File: src/rtl/sd_dat_pkg.sv
// Constants shared by the DAT data path: word width, FIFO depth and block size.
package sd_dat_pkg;
  localparam int DAT_WORD_W      = 32;
  localparam int DAT_FIFO_DEPTH  = 16;
  localparam int DAT_BLOCK_WORDS = 128;
endpackage

File: src/rtl/dat_fifo_mem.sv
// Register-array storage for dat_fifo: one write port, one registered read port.
module dat_fifo_mem
  import sd_dat_pkg::*;
#(
  parameter int WIDTH = DAT_WORD_W,
  parameter int DEPTH = DAT_FIFO_DEPTH,
  parameter int AW    = $clog2(DEPTH)
) (
  input  logic             clk,
  input  logic             rst_n,
  input  logic             wr_en,
  input  logic [AW-1:0]    wr_addr,
  input  logic [WIDTH-1:0] wr_data,
  input  logic             rd_en,
  input  logic [AW-1:0]    rd_addr,
  output logic [WIDTH-1:0] rd_data
);
  logic [DEPTH-1:0][WIDTH-1:0] mem;

  // Array has no reset so it maps cleanly onto a RAM macro later.
  always_ff @(posedge clk) begin
    if (wr_en) mem[wr_addr] <= wr_data;
  end

  always_ff @(posedge clk or negedge rst_n) begin
    if (!rst_n)     rd_data <= '0;
    else if (rd_en) rd_data <= mem[rd_addr];
  end
endmodule

File: src/rtl/dat_fifo.sv
// Single-clock word FIFO between host data path and dat_phys, with occupancy,
// almost-full threshold, synchronous flush and sticky overflow/underflow.
module dat_fifo
  import sd_dat_pkg::*;
#(
  parameter int WIDTH    = DAT_WORD_W,
  parameter int DEPTH    = DAT_FIFO_DEPTH,
  parameter int AF_LEVEL = 12
) (
  input  logic                     sd_clock,
  input  logic                     reset,
  input  logic                     flush,
  input  logic                     write_enable,
  input  logic [WIDTH-1:0]         data_in,
  input  logic                     read_enable,
  output logic [WIDTH-1:0]         data_out,
  output logic                     status,
  output logic                     full,
  output logic                     almost_full,
  output logic [$clog2(DEPTH):0]   count,
  output logic                     overflow,
  output logic                     underflow
);
  localparam int AW = $clog2(DEPTH);
  localparam int CW = AW + 1;

  logic [AW-1:0] wp, rp;
  logic          push, pop;

  assign status      = (count != '0);
  assign full        = (count == CW'(DEPTH));
  assign almost_full = (count >= CW'(AF_LEVEL));

  // A pop frees a slot in the same edge, so a full FIFO still takes a push.
  assign pop  = read_enable & status & ~flush;
  assign push = write_enable & (~full | pop) & ~flush;

  always_ff @(posedge sd_clock or negedge reset) begin
    if (!reset) begin
      wp        <= '0;
      rp        <= '0;
      count     <= '0;
      overflow  <= 1'b0;
      underflow <= 1'b0;
    end else if (flush) begin
      wp        <= '0;
      rp        <= '0;
      count     <= '0;
      overflow  <= 1'b0;
      underflow <= 1'b0;
    end else begin
      if (push) wp <= wp + AW'(1);
      if (pop)  rp <= rp + AW'(1);
      case ({push, pop})
        2'b10:   count <= count + CW'(1);
        2'b01:   count <= count - CW'(1);
        default: count <= count;
      endcase
      if (write_enable && !push) overflow  <= 1'b1;
      if (read_enable  && !pop)  underflow <= 1'b1;
    end
  end

  dat_fifo_mem #(.WIDTH(WIDTH), .DEPTH(DEPTH), .AW(AW)) u_mem (
    .clk     (sd_clock),
    .rst_n   (reset),
    .wr_en   (push),
    .wr_addr (wp),
    .wr_data (data_in),
    .rd_en   (pop),
    .rd_addr (rp),
    .rd_data (data_out)
  );
endmodule

File: config.mk
export PLATFORM = sky130hd
export DESIGN_NAME = dat_fifo
export DESIGN_NICKNAME = d
export VERILOG_FILES = /design/src/rtl/sd_dat_pkg.sv /design/src/rtl/dat_fifo_mem.sv /design/src/rtl/dat_fifo.sv
export SDC_FILE = /design/constraint.sdc
export NUM_CORES = 1
export LEC_CHECK = 0
export BUFFER_PORTS_ARGS = -buffer_cell sky130_fd_sc_hd__buf_2
export CORE_MARGIN = 2
export CORE_UTILIZATION = 50
export DETAILED_ROUTE_END_ITERATION = 8
export PLACE_DENSITY = 0.74
export SYNTH_ARGS = -nofsm -noshare
export SYNTH_HDL_FRONTEND = slang
export SYNTH_SLANG_ARGS = --single-unit
File: constraint.sdc
create_clock -name sd_clock -period 6.2 [get_ports sd_clock]
set_input_delay 0.93 -clock sd_clock [delete_from_list [all_inputs] [get_ports sd_clock]]
set_output_delay 0.93 -clock sd_clock [all_outputs]
set_load 0.02 [all_outputs]
==> key figures, run 1 <==
CTS
  – Setup repair bufs after CTS: 0
  – Count of cells resized by post-cts repair: 0
  – CTS Sinks: 559
  – Clock root buffer: clkbuf_16
  – Clock Latency Late Sink: 0.59 ns
  – TritonCTS clock tree: done
  – Worst-path clk slew: 0.06 ns
  – Clk buf depth: 3
  – H-tree Lvls: 2
  – Post-CTS Hold Buffers: 0
  – Total CTS buffers: 54

Route
  – Drt first pass iters: 5
  – DR vias/cell: 5.82
  – # DRC: 0
  – Final wirelength: 42.3 mm
  – Number of DRC markers in iteration 0: 978
  – Via count: 9,936
  – Final ANT Viol Nets: 0
  – Per-cell routed wire length: 24.8 um

Finish
  – Final Instance Area: 0.0245 mm2
  – Synth-to-Final Area Change: 13.4%
  – Most common cell after layout, fill and taps aside: edfxtp_1
  – Share of cells above drive strength 1: 0.321
  – Final nets: 1,126
  – Most frequent cells in the layout: edfxtp_1 (512), mux4_2 (128), buf_2 (78)
  – Final Util: 0.572
  – Antenna Cells: 0

STA
  – Fin crit share: 0.585
  – Final hold vios: 0
  – Final-report max-slew violation count: 0
  – Final setup TNS: 0 ns
  – Worst Skew: 0.0144 ns
  – Setup violators final: 0
  – Unrepaired setup endpoints after global routing: no
  – Maximum clock rate: 276 MHz
  – Max-slew headroom: 0.163
  – Hold slack: 0.493 ns
  – Min Tclk post-route: 3.63 ns
  – Worst-Margin Slew: 1.25 ns

Die
  – Die Y: 212 um
  – Starting Density: 0.505
  – Core Box Area: 0.0429 mm2
  – Rows: 76
  – Ports: 79
  – Die W: 212 um
  – Die area: 0.0450 mm2

Global routing
  – Largest net degree at the start of global routing: 52
  – Total track usage: 0.195
  – M1 GR Usage: 0.273
  – Met3 Use GR: 0.0350
  – GR Util met2: 0.323
  – Initial antenna violation count: 0
  – GR peak layer: met2
  – Vias in the first global route: 10,500
  – First-pass GRT wire length: 64.4 mm
  – Grt ovf: 0

Setup path
  – Critical path depth in cells: 5
  – Worst-path cell chain: or4_1, o21ai_4, or2_2, buf_4, o221ai_1
  – CP required: 6.62 ns
  – Startpoint Class: flop
  – Arrival time of the worst setup path: 4.05 ns
  – Worst-path maximum fanout: 33
  – Register-to-Register Path Depth: 5
  – CP Class: flop to flop
  – CP max-delay cell: o21ai_4
  – CP top delay family: simple AND/OR/NAND/NOR gates
  – Max incr delay on CP: 0.98 ns
  – Element type at the critical path end: flop
  – Buf+Inv Stages, Crit Path: 1

Yosys
  – Syn Area/Cell: 22.1 um2
  – Mapped cell area: 0.0216 mm2
  – Synth cell types: 41
  – Synth top area share: 0.710
  – Cell count after synthesis: 980
  – Sequential-to-total area share from yosys stat: 0.765
  – Post-synth top area cell: edfxtp_1
  – Post-Syn Nets: 1,026
  – Yosys Warn Count: 0
  – Synth Register Bits: 559
  – Most area-consuming cells after synthesis: edfxtp_1 (71%), mux4_2 (13%), dfrtp_1 (5.4%)

Power
  – Clock share of power: 0.339
  – Reg power frac: 0.470
  – Maximum VDD drop: 210 uV
  – Psw: 2.50 mW
  – Overall power: 9.54 mW
  – Net Sw Frac: 0.262
  – Leak pwr: 7.78 nW
  – Pwr/cell area: 389 mW/mm2
  – Combinational share of power: 0.191
  – Int Power: 7.04 mW

Placed design
  – Post-place instance area: 0.0228 mm2
  – Final RePlAce weighted congestion: 0.765
  – I/O Buffers: 78
  – DPL Wire Length: 23.3 mm

Job
  – Max-cap violations: 0

Run status
  – Status: finished, final reports clean

Hold path
  – Hold Path Depth: 2
  – Hold Crit Class: flop to flop
-- flip-flops by register name, indices dropped and copies added (netlist names) --
name,flops
rp,4
overflow,1
count,5
u_mem.rd_data,32
u_mem.mem,512
underflow,1
wp,4
-- metrics by stage --
| stage | std cells | setup WS, ns |
|---|---|---|
| after floorplan | 980 | 1.70 |
| after global placement | 1609 | 2.52 |
| after detailed placement | 1609 | 2.50 |
| after CTS | 1706 | 2.54 |
| after global routing | 1706 | 2.43 |
| final | 1706 | 2.57 |
-- synthesized netlist by cell type (all sizes together) --
cell	n
a311oi	2
nand3	5
a221oi	2
a41oi	1
mux2	4
a31oi	4
a21oi	4
buf	32
o221ai	32
nor2	29
edfxtp	512
clkbuf	23
xnor2	2
dfrtp	47
o311ai	1
inv	9
or2	1
nor2b	2
xor2	4
nand2b	4
o211ai	1
or3	1
o21ai	3
a21o	1
fa	1
mux4	128
mux2i	69
ha	8
or4	1
nor4	1
nand2	41
nor3	5
-- worst reg2reg max path: stages, from the launching register on --
cell,delay [ns]
dfrtp_1,0.47
or4_1,0.71
o21ai_4,0.98
or2_2,0.61
buf_4,0.48
o221ai_1,0.21
-- path summary, 6_finish.rpt --
kind | from | endpoint | slack [ns]
min reg2reg | u_mem.rd_data[0] | u_mem.rd_data[0] | 0.49
max in group asynchronous | reset | rp[2] | 5.12
min | u_mem.rd_data[0] | u_mem.rd_data[0] | 0.49
max | count[0] | u_mem.rd_data[0] | 2.57
max reg2reg | count[0] | u_mem.rd_data[0] | 2.57
min in group asynchronous | reset | count[1] | 0.50
-- power by group through the flow --
stage,Clock (mW),Sequential (mW),Combinational (mW)
after global placement,0,4.57,1.82
after floorplan,0,4.57,1.32
after detailed placement,0,4.57,1.85
final,3.24,4.48,1.82
after CTS,3.29,4.49,1.86
after global routing,3.43,4.51,1.96
-- per-layer routing --
layer	part of all wire	vias up
met4	0.016	0
met3	0.049	55
met5	0	-
met1	0.43	5348
met2	0.50	270
li1	-	4263
-- area by class of cell --
class                      count  area, um2
tap                          585        732
timing repair buffer          99        561
multi-input combinational    357       4910
clock inverter                23        238
clock buffer                  74       1510
inverter                       9       33.8
fill                        3073      18300
sequential                   559      16600
-- kinds of logic (layout without fill, tap and decap cells) --
| group | count (synthesis) | after routing | share of synthesized area |
|---|---|---|---|
| AO/OA/AOI/OAI | 51 | 51 | 0.0283 |
| XOR/XNOR | 6 | 6 | 0.00243 |
| multiplexers | 201 | 201 | 0.167 |
| buffers and inverters | 64 | 205 | 0.0135 |
| adder cells (fa/ha/maj) | 9 | 9 | 0.00555 |
| flip-flops | 559 | 559 | 0.765 |
| AND/OR/NAND/NOR | 90 | 90 | 0.0182 |
(Power assumes the default switching activity.)
==> run 2: changes to the inputs <==
Settings changed: PLACE_DENSITY 0.74 to 0.76.
Clock period 6.2 ns to 3.3 ns, I/O delays scaled along.
==> run 2 against run 1 <==
Routed wire length grew 5.5%. Sequential power rose by 86%. Flip-flop and latch count did not move. Clock power rose by 97%. Critical path depth increased by 5. Highest routed layer unchanged. First-iteration DRC count grew 1.3%. Combinational power up 99%. Utilization rose by 1.1 points. Worst setup slack got worse by 2.1 ns. Via count up 2.1%.
==> key figures, run 2 (same netlist as run 1, synthesis figures left out) <==
STA
  – Setup violators final: 0
  – Final hold vios: 0
  – Worst-Margin Slew: 0.934 ns
  – Min Tclk post-route: 2.80 ns
  – Worst Skew: 0.0122 ns
  – Unrepaired setup endpoints after global routing: no
  – Final setup TNS: 0 ns
  – Max-slew headroom: 0.378
  – Fin crit share: 0.850
  – Final-report max-slew violation count: 0
  – Maximum clock rate: 357 MHz

Setup path
  – Worst-path maximum fanout: 9
  – CP required: 3.80 ns
  – R2r setup slk: 0.50 ns
  – Element type at the critical path end: flop
  – Register-to-Register Path Depth: 10
  – Reg2Reg Capture Point: count[4]
  – Max incr delay on CP: 0.46 ns
  – Startpoint Class: flop
  – CP top delay family: simple AND/OR/NAND/NOR gates
  – Buf+Inv Stages, Crit Path: 2
  – RR Startpoint: count[1]
  – Arrival time of the worst setup path: 3.30 ns
  – Worst-path cell chain: nor4_4, buf_4, nand2_2, nand3_1, inv_1, ha_1, nand2b_1, a21oi_1, mux2_2, a221oi_1
  – CP Class: flop to flop
  – CP max-delay cell: dfrtp_1

Route
  – Via count: 10,100
  – Per-cell routed wire length: 25.7 um
  – Final ANT Viol Nets: 0
  – # DRC: 0
  – Drt first pass iters: 5
  – DR vias/cell: 5.83
  – Number of DRC markers in iteration 0: 991
  – Final wirelength: 44.7 mm

Die
  – Die Y: 212 um
  – Rows: 76
  – Ports: 79
  – Core Box Area: 0.0429 mm2
  – Die area: 0.0450 mm2
  – Die W: 212 um
  – Starting Density: 0.505

Power
  – Leak pwr: 7.99 nW
  – Reg power frac: 0.454
  – Psw: 4.76 mW
  – Maximum VDD drop: 522 uV
  – Combinational share of power: 0.198
  – Pwr/cell area: 734 mW/mm2
  – Int Power: 13.6 mW
  – Net Sw Frac: 0.259
  – Clock share of power: 0.348

CTS
  – Worst-path clk slew: 0.06 ns
  – TritonCTS clock tree: done
  – Setup repair bufs after CTS: 0
  – Clock root buffer: clkbuf_16
  – CTS Sinks: 559
  – H-tree Lvls: 2
  – Clock Latency Late Sink: 0.59 ns
  – Clk buf depth: 3
  – Count of cells resized by post-cts repair: 0
  – Total CTS buffers: 54
  – Post-CTS Hold Buffers: 0

Global routing
  – First-pass GRT wire length: 67.5 mm
  – Total track usage: 0.206
  – Initial antenna violation count: 0
  – Met3 Use GR: 0.0422
  – Vias in the first global route: 10,700
  – GR peak layer: met2
  – M1 GR Usage: 0.275
  – GR Util met2: 0.341
  – Grt ovf: 0
  – Largest net degree at the start of global routing: 46

Finish
  – Final Instance Area: 0.0250 mm2
  – Biggest register: u_mem.mem
  – Synth-to-Final Area Change: 15.6%
  – Most common cell after layout, fill and taps aside: edfxtp_1
  – Share of cells above drive strength 1: 0.346
  – Most frequent cells in the layout: edfxtp_1 (512), mux4_2 (128), buf_2 (78)
  – Fill count: 3,021
  – Top Registers: u_mem.mem x512, u_mem.rd_data x32, count x5
  – Max reg flops: 512
  – Final nets: 1,157
  – Antenna Cells: 0

Hold path
  – Hold Crit Class: primary input to async pin

Placed design
  – I/O Buffers: 78
  – Final RePlAce weighted congestion: 0.785
  – DPL Wire Length: 25.9 mm
  – Post-place instance area: 0.0231 mm2

Run status
  – Status: finished, final reports clean

Job
  – Max-cap violations: 0
-- run 2: cell types whose count changed in the layout (fill, tap and decap cells not counted), sizes merged --
cell and change:
clkinv -4, clkbuf +2, bufinv +3, buf +31, clkinvlp +3
-- run 2: how the worst max path moves through the flow --
stage / start / endpoint / slack (ns) / cells after the start
final: count[1] / count[4] / 0.50 / 10
after global routing: count[1] / count[4] / 0.30 / 10
after CTS: count[1] / count[4] / 0.49 / 10
after detailed placement: read_enable / count[4] / 0.51 / 9
after global placement: read_enable / count[4] / 0.59 / 9
after floorplan: write_enable / u_mem.mem[416] / 0.09 / 5
-- run 2: cell type report --
class,count,area (um2),share of cell area
sequential,559,16600,0.662
tap,585,732,0.0293
inverter,9,33.8,0.00135
timing repair buffer,130,881,0.0352
multi-input combinational,357,4940,0.197
clock buffer,76,1530,0.0610
clock inverter,25,342,0.0137
-- run 2: power by group through the flow --
stage          logic (mW)  clock network (mW)  registers [mW]
2_1_floorplan        2.49                   0            8.58
3_3_place_gp         3.61                   0            8.47
3_5_place_dp         3.67                   0            8.48
4_1_cts              3.71                6.50            8.34
5_1_grt              3.92                6.76            8.37
6_report             3.63                6.39            8.34
-- run 2: per-stage QoR --
stage,worst slack (ns),power [mW],cells,utilization,hold slack [ns]
final,0.496,18.4,1741,0.583,0.0365
after global routing,0.304,19.1,1741,0.583,0.0713
after CTS,0.492,18.6,1741,0.583,0.0215
after detailed placement,0.508,12.1,1640,0.540,0.480
after global placement,0.585,12.1,1640,0.540,0.476
after floorplan,0.0881,11.1,980,-,0.199
-- run 2: per-layer routing --
metal,wire length [um],part of all wire,vias up
met2,22500,0.50,381
met4,1250,0.028,0
met3,3000,0.067,92
met5,0,0,-
li1,-,-,4342
met1,17900,0.40,5328
==> run 3: changes to the inputs <==
Clock period 3.3 ns to 2.5 ns, I/O delays scaled along.
==> run 3 against run 2 <==
Total power is 33% higher. Flip-flop and latch count unchanged. Final area rose by 1.6%. Non-clock buffer count rose by 11. Critical endpoint is now full. Largest cell class unchanged. Highest routed layer is now met5.
==> key figures, run 3 (same netlist as run 1, synthesis figures left out) <==
Run status
  – Status: finished, final reports clean

Die
  – Die W: 212 um
  – Ports: 79
  – Starting Density: 0.505
  – Core Box Area: 0.0429 mm2
  – Die area: 0.0450 mm2
  – Die Y: 212 um
  – Rows: 76

Setup path
  – Element type at the critical path end: primary output
  – Start point of the critical path: count[1]
  – R2r setup slk: 0.11 ns
  – Worst-path maximum fanout: 6
  – CP max-delay cell: or4_4
  – CP required: 2.12 ns
  – CP Class: flop to primary output
  – RR Startpoint: count[3]
  – CP Capture Point: full
  – Startpoint Class: flop
  – Arrival time of the worst setup path: 2.06 ns
  – Max incr delay on CP: 0.57 ns
  – Worst-path cell chain: or4_4, buf_4, nor2_1, buf_2
  – Reg2Reg Capture Point: u_mem.mem[82]
  – Register-to-Register Path Depth: 7

Finish
  – Multi-input gate area: 0.00496 mm2
  – Top Registers: u_mem.mem x512, u_mem.rd_data x32, count x5
  – Biggest register: u_mem.mem
  – Most frequent cells in the layout: edfxtp_1 (512), mux4_2 (128), buf_2 (78)
  – Fill count: 2,910
  – Share of cells above drive strength 1: 0.360
  – Final Instance Area: 0.0254 mm2
  – Register area: 0.0166 mm2
  – Antenna Cells: 0
  – Most common cell after layout, fill and taps aside: edfxtp_1
  – Final nets: 1,167
  – Synth-to-Final Area Change: 17.4%
  – Final Util: 0.592
  – Max reg flops: 512

Global routing
  – Vias in the first global route: 11,000
  – Grt ovf: 0
  – Total track usage: 0.213
  – Largest net degree at the start of global routing: 49
  – First-pass GRT wire length: 69.3 mm
  – Initial antenna violation count: 2

Placed design
  – Final RePlAce weighted congestion: 0.779
  – I/O Buffers: 78
  – DPL Wire Length: 25.7 mm
  – Post-place instance area: 0.0235 mm2

STA
  – Unrepaired setup endpoints after global routing: no
  – Maximum clock rate: 411 MHz
  – Final hold vios: 0
  – Final-report max-slew violation count: 0
  – Min Tclk post-route: 2.43 ns
  – Worst-Margin Slew: 0.576 ns
  – Final setup TNS: 0 ns
  – Max-slew headroom: 0.616
  – Setup violators final: 0
  – Worst Skew: 0.0225 ns
  – Fin crit share: 0.972

Route
  – Final wirelength: 46.0 mm
  – Per-cell routed wire length: 26.3 um
  – Number of DRC markers in iteration 0: 907
  – DR vias/cell: 5.91
  – Drt first pass iters: 5
  – Final ANT Viol Nets: 0
  – # DRC: 0
  – Via count: 10,300

Power
  – Clock share of power: 0.348
  – Int Power: 18.0 mW
  – Leak pwr: 8.13 nW
  – Pwr/cell area: 961 mW/mm2
  – Overall power: 24.4 mW
  – Psw: 6.37 mW
  – Net Sw Frac: 0.261
  – Combinational share of power: 0.205
  – Maximum VDD drop: 645 uV
  – Reg power frac: 0.447

CTS
  – CTS Sinks: 559
  – Setup repair bufs after CTS: 0
  – Clock Latency Late Sink: 0.60 ns
  – TritonCTS clock tree: done
  – H-tree Lvls: 2
  – Clock root buffer: clkbuf_16
  – Worst-path clk slew: 0.07 ns
  – Clk buf depth: 3
  – Total CTS buffers: 53

Job
  – Max-cap violations: 0

Hold path
  – Hold Crit Class: primary input to flop
-- run 3: cell count changes in the layout (fill, tap and decap cells not counted), sizes merged --
cell,change
clkbuf,-14
clkinv,+11
buf,+10
bufinv,+2
clkinvlp,-1
dlygate4sd3,+1
-- run 3: what timing repair did --
item / 4_1_cts / 5_1_grt
pin swaps: 0 / 0
gates resized for setup: 2 / 1
setup endpoints to repair: 1 / 1
hold buffers: 1 / 0
hold endpoints to repair: 15 / 0
-- run 3: area by class of cell --
| type | instances | share of cell area |
|---|---|---|
| Sequential cell | 559 | 0.652 |
| Multi-Input combinational cell | 357 | 0.195 |
| Clock buffer | 62 | 0.0552 |
| Timing Repair Buffer | 141 | 0.0494 |
| Tap cell | 585 | 0.0288 |
| Clock inverter | 37 | 0.0181 |
| Inverter | 9 | 0.00133 |
-- run 3: layer usage --
layer	global-route usage	routed length, um	vias to the layer above
met1	0.276	18100	5480
li1	-	-	4372
met5	0	8	-
met4	0.0709	1120	2
met2	0.371	24000	406
met3	0.0360	2800	76
-- run 3: critical path, delay by kind of cell (launching register included) --
family        cells  cell delay [ns]
flops             1             0.45
simple gates      2             0.66
buf+inv           2             0.35
-- run 3: worst min path at each step --
stage                      from        to  cells past startpoint
floorplan                 reset  count[0]                      0
global placement          reset  count[1]                      1
detailed placement        reset  count[3]                      1
CTS                 read_enable     rp[1]                      3
global route        read_enable     rp[1]                      3
finish              read_enable     rp[1]                      3
-- run 3: stage by stage --
step / std cells / hold WS [ns] / setup WS [ns]
finish: 1750 / 0.114 / 0.0698
global route: 1750 / 0.118 / 0.00317
CTS: 1750 / 0.0806 / 0.0333
detailed placement: 1650 / 0.330 / 0.101
global placement: 1650 / 0.322 / 0.165
floorplan: 980 / 0.0794 / -0.154
-- run 3: power groups by stage --
stage          clock [mW]  sequential, mW  combinational (mW)
6_report             8.49            10.9                5.01
4_1_cts              8.62            10.9                5.10
2_1_floorplan           0            11.3                3.29
3_3_place_gp            0            11.1                4.96
5_1_grt              8.94            10.9                5.42
3_5_place_dp            0            11.1                5.06
